<file path="src/rtl/serial_byte_loader_pkg.sv">
// Shared definitions for the serial byte loader: FSM state encoding and default word width.
package serial_byte_loader_pkg;

   typedef enum logic [1:0] {
      SHIFT = 2'd0,
      EVAL  = 2'd1,
      HOLD  = 2'd2
   } state_t;

   localparam int unsigned W_DEFAULT = 8;

endpackage

</file>
<file path="src/rtl/serial_byte_loader_shift_in_reg.sv">
// W-bit MSB-first shift register with a bit counter that flags the final bit of a word.
module shift_in_reg
   import serial_byte_loader_pkg::*;
#(
   parameter int unsigned W = W_DEFAULT
) (
   input  logic         CLK,
   input  logic         RST,
   input  logic         EN,
   input  logic         SI,
   output logic [W-1:0] Q,
   output logic         LAST
);

   localparam int unsigned CW = $clog2(W);

   logic [W-1:0]  shreg;
   logic [CW-1:0] cnt;

   always_ff @(posedge CLK) begin
      if (RST) begin
         shreg <= '0;
         cnt   <= '0;
      end else if (EN) begin
         shreg <= {shreg[W-2:0], SI};
         // Counter only returns to zero on the final bit, so it never passes W-1.
         if (LAST) cnt <= '0;
         else      cnt <= cnt + 1'b1;
      end
   end

   assign Q    = shreg;
   assign LAST = (cnt == CW'(W - 1));

endmodule

</file>
<file path="src/rtl/serial_byte_loader.sv">
// Deserialises an MSB-first bit stream into I, captures the decode result O, and offers it on VALID/ACK.
module serial_byte_loader
   import serial_byte_loader_pkg::*;
#(
   parameter int unsigned W = W_DEFAULT
) (
   input  logic         CLK,
   input  logic         RST,
   input  logic         SI,
   input  logic         SV,
   input  logic         O,
   output logic [W-1:0] I,
   output logic         RES,
   output logic         VALID,
   input  logic         ACK,
   output logic         OVR
);

   state_t       state, state_nx;
   logic         en;
   logic         last;
   logic [W-1:0] q;

   // Strobes outside SHIFT never reach the shift register; they only raise OVR.
   assign en = SV && (state == SHIFT);

   shift_in_reg #(.W(W)) u_shift (
      .CLK  (CLK),
      .RST  (RST),
      .EN   (en),
      .SI   (SI),
      .Q    (q),
      .LAST (last)
   );

   always_ff @(posedge CLK) begin
      if (RST) state <= SHIFT;
      else     state <= state_nx;
   end

   always_comb begin
      state_nx = state;
      case (state)
         SHIFT:   if (en && last) state_nx = EVAL;
         EVAL:    state_nx = HOLD;
         HOLD:    if (ACK) state_nx = SHIFT;
         default: state_nx = SHIFT;
      endcase
   end

   always_ff @(posedge CLK) begin
      if (RST) begin
         I     <= '0;
         RES   <= 1'b0;
         VALID <= 1'b0;
         OVR   <= 1'b0;
      end else begin
         if (en && last)               I     <= {q[W-2:0], SI};
         if (state == EVAL) begin
            RES   <= O;
            VALID <= 1'b1;
         end
         if ((state == HOLD) && ACK)   VALID <= 1'b0;
         if (SV && (state != SHIFT))   OVR   <= 1'b1;
      end
   end

endmodule

</file>
<file path="config.mk">
export PLATFORM = sky130hd
export DESIGN_NAME = serial_byte_loader
export DESIGN_NICKNAME = d
export VERILOG_FILES = /design/src/rtl/serial_byte_loader_pkg.sv /design/src/rtl/serial_byte_loader_shift_in_reg.sv /design/src/rtl/serial_byte_loader.sv
export SDC_FILE = /design/constraint.sdc
export NUM_CORES = 1
export LEC_CHECK = 0
export CAP_MARGIN = 20
export CELL_PAD_IN_SITES_DETAIL_PLACEMENT = 1
export CELL_PAD_IN_SITES_GLOBAL_PLACEMENT = 2
export CORE_AREA = 2 2 53 55
export DETAILED_ROUTE_END_ITERATION = 7
export DIE_AREA = 0 0 55 57
export DONT_BUFFER_PORTS = 1
export MAX_ROUTING_LAYER = met4
export PLACE_DENSITY = 0.84
export SLEW_MARGIN = 20
export SYNTH_ARGS = -nofsm -noshare
export SYNTH_HDL_FRONTEND = slang
export SYNTH_HIERARCHICAL = 1
export SYNTH_SLANG_ARGS = --single-unit
export TNS_END_PERCENT = 1
</file>
<file path="constraint.sdc">
create_clock -name CLK -period 1.6 [get_ports CLK]
set_input_delay 0.24 -clock CLK [delete_from_list [all_inputs] [get_ports CLK]]
set_output_delay 0.24 -clock CLK [all_outputs]
set_load 0.01 [all_outputs]
</file>
---- Word-level counts from Yosys, hierarchy flattened ----
Index checks and enable logic that the tools add are counted.
cells by class
  add/sub/neg operators ................... 1
  equality and inequality tests ........... 5
  multiplexer cells ....................... 4
  reductions and logical operators ........ 8
operators by type and width
  cell                                           number
  case mux 2 bit (3 select lines)                1
  logical AND 1 bit                              4
  two-way mux 2 bit                              2
  adder 3 x 1 -> 3 bit, second input constant    1
  == test 3 bit, second input constant           1
  two-way mux 3 bit                              1
  == test 2 x 1 -> 1 bit, second input constant  1
  == test 2 bit, second input constant           1
  zero test 2 bit                                1
  != test 2 x 1 -> 1 bit, second input constant  1
  != test 2 bit, second input constant           1
  AND reduction 2 bit                            1
  nonzero test 2 bit                             1
  OR reduction 2 bit                             1
word-level totals
  flip-flop bits (word level) ............. 23
  input port bits ......................... 6
  output and inout port bits .............. 11
  logic and storage cells ................. 25

---- Logic depth before layout (Yosys ltp) ----
  word-level depth ........................ 5
  mapped depth ............................ 6
  gate-level depth less buffers ........... 5

---- Modules after synthesis ----
The synthesis kept the hierarchy.
modules (own cells, without submodules)
  module              instances  cells an instance  area each (um^2)  sequential area each (um^2)
  serial_byte_loader  1          57                 481.7             260.2
  shift_in_reg        1          38                 414.1             220.2

---- Worst setup path before layout ----
No wires, ideal clock.
  path type ............................... register -> register
  from .................................... reg u_shift.cnt[0]
  to ...................................... reg I[0]
  setup time .............................. 132 ps
  data arrival time ....................... 1123 ps
  data required time ...................... 1468 ps
  path slack .............................. 345 ps
  cell stages (with the launch flop) ...... 7
  buffers on the path ..................... 1
  period minus slack after synthesis ...... 1255 ps
  cells stage by stage .................... dfxtp_1 -> ha_1 -> ha_1 -> and4bb_2 -> buf_6 -> nand2_1 -> a21oi_1
on the way
  cells in the longest elaborated chain, start to end .. 2
ends and longest elaborated chain
  what                    RTL line                               text
  from (decl)             serial_byte_loader_shift_in_reg.sv:18  logic [CW-1:0] cnt;
  from (signal assigned)  serial_byte_loader_shift_in_reg.sv:28  else cnt <= cnt + 1'b1;
  == test 3 bit           serial_byte_loader_shift_in_reg.sv:33  assign LAST = (cnt == CW'(W - 1));
  net last                serial_byte_loader.sv:21               logic last;
  logical AND 1 bit       serial_byte_loader.sv:58               if (en && last) I <= {q[W-2:0], SI};
  to (signal assigned)    serial_byte_loader.sv:58
  to (decl)               serial_byte_loader.sv:12               output logic [W-1:0] I,
The timed path passes the listed nets, and every way through them passes these cells.
A chain may end at the register's enable or synchronous reset.

---- Final worst setup path ----
  from .................................... reg u_shift.cnt[0]
  to ...................................... reg I[1]
Same word-level chain as after synthesis.

==> flow_summary.json <==
{
  "fin_tns_setup_ps": 0,
  "timing.fmax_ghz": 0.700,
  "grt_pass1_vias": 586,
  "whs_ps": 61.7,
  "avgRoutedWirePerCell_um": 12.9,
  "grt_overflow": 0,
  "slew_headroom_pct": 44.0,
  "skew_ps": 0.844,
  "critPathCaptureType": "flip-flop",
  "r2r_slack_ps": 170,
  "cp_max_fo": 9,
  "first_pass_iters": 3,
  "antenna_found_initial": 0,
  "gp_congestion": 0.669,
  "placed_area_sq_um": 882,
  "slowest_stage": "dfxtp_1",
  "holdPathEnd": "I[0]",
  "clk_path_buf_depth": 2,
  "cts.repair.resized": 0,
  "cts_buffers": 3,
  "fp.dieArea_sq_um": 3140,
  "worst_pin_slew_ps": 838,
  "cts_root_buf": "clkbuf_4",
  "crit_path_frequent_cell": "ha_1",
  "cts_sinks": 23,
  "ant_nets": 0,
  "leakagePower_uw": 0.000360,
  "die_w_um": 55,
  "max_stage_delay_ps": 370,
  "holdPathStages": 2,
  "rsz0062_at_grt": "false",
  "status": "completed",
  "dieHeight_um": 57,
  "clk_latency_ps": 300,
  "grt_start_max_net_pins": 24,
  "yosysWarnings": 6,
  "grt_pass1_wl_um": 2620,
  "r2r_cells": 5,
  "avgSynthCellArea_sq_um": 9.37,
  "ir_worst_vdd_mv": 0.489,
  "path_class": "reg -> reg",
  "synth_fp_nets": 100,
  "crit_chain": "ha_1 -> ha_1 -> nand4bb_1 -> nand2_1 -> a21oi_1",
  "worstReg2RegStart": "u_shift/cnt[0]",
  "syn-cell-area_sq_um": 862,
  "core_sq_um": 2620,
  "final_nets": 102,
  "hold_viol": 0,
  "via_per_inst": 4.86,
  "hp-start": "SI",
  "h-tree-depth": 1,
  "layout-drive-gt1-share_pct": 7.53,
  "p_per_area_nw_per_um2": 963,
  "drv_cap": 0,
  "vias": 603,
  "start_util_pct": 33.0,
  "power_uw": 886,
  "critPathLaunchType": "flip-flop",
  "layout_min_cycle_time_ps": 1430,
  "route.detailed.drc": 0,
  "cts_tree": "done",
  "antenna_cells": 0,
  "place_hpwl_um": 1130,
  "crit_required_ps": 1770,
  "fin_util_pct": 35.2,
  "first_iter_violations": 12,
  "syn_to_final_growth_pct": 6.68,
  "worstPathArrival_ps": 1590,
  "finalWirelength_um": 1610,
  "drv_slew": 0,
  "synthCells": 92,
  "period_share_pct": 89.3,
  "grt_util_all_layers_pct": 12.1,
  "hp-class": "in -> reg",
  "reg2reg_to": "I[1]",
  "ioPinCount": 17,
  "design_area_sq_um": 920,
  "port_buffers": 0,
  "path_clk_slew_ps": 120,
  "rows": 19,
  "setup-violations-final": 0
}
## per-stage QoR
| stage | setup WS, ps | cells |
|---|---|---|
| after global placement | 252 | 119 |
| after global routing | 31.7 | 124 |
| after CTS | 143 | 124 |
| final | 172 | 124 |
| after floorplan | 345 | 92 |
| after detailed placement | 206 | 119 |
## cells in the final DEF (no fill, tap or decap), types with 2 or more instances in the layout
master and instances:
dfxtp_1 23, nand2_1 17, nor2_1 13, a21oi_1 11, mux2i_1 10, clkbuf_4 3, nand2b_1 2, inv_1 2
o21ai_0 2, ha_1 2
## registers in the layout, indices dropped and copies added (netlist names)
signal and flops:
u_shift/cnt 3, RES 1, VALID 1, u_shift/Q 7, I 8, state 2, OVR 1
## area by class of cell
type                       count  area [sq um]
sequential                    23           460
timing repair buffer           2          17.5
inverter                       2          7.51
fill                         303          1700
clock inverter                 1          5.00
tap                           31          38.8
multi-input combinational     62           368
clock buffer                   3          22.5
## worst max-delay path by stage
| stage | from | to | slack, ps | depth (start not counted) |
|---|---|---|---|---|
| after detailed placement | u_shift/cnt[0] | I[3] | 210 | 5 |
| after CTS | u_shift/cnt[0] | I[3] | 140 | 5 |
| after floorplan | u_shift/cnt[0] | I[0] | 350 | 6 |
| after global routing | u_shift/cnt[0] | I[7] | 30 | 5 |
| after global placement | u_shift/cnt[0] | I[7] | 250 | 5 |
| final | u_shift/cnt[0] | I[1] | 170 | 5 |
## where the power goes
part	leakage, uW	internal (uW)	switching, uW	total, uW
combinational	0.000156	17.3	22.6	39.9
clock	0.0000177	93.2	168	261
sequential	0.000186	580	5.00	585
## per-layer routing
layer,part of all wire (%),GRT usage [%],vias to the layer above
met5,0,-,-
met4,0,6.27,0
met3,3.2,3.14,0
met2,51,18.5,10
met1,46,14.3,287
li1,-,-,306
## worst max-delay path, delay by kind of cell (launching register included)
| family | cells | cell delay [ps] |
|---|---|---|
| AND/OR/NAND/NOR | 2 | 520 |
| flip-flops | 1 | 370 |
| adder cells (fa/ha/maj) | 2 | 330 |
| AO/OA/AOI/OAI | 1 | 70 |
## timing repair
| item | in CTS | in global routing |
|---|---|---|
| hold buffers | 1 | 0 |
| hold endpoints to repair | 23 | 0 |
| buffers inserted | 0 | 0 |
Note: power is estimated with default switching activity, not from simulation.
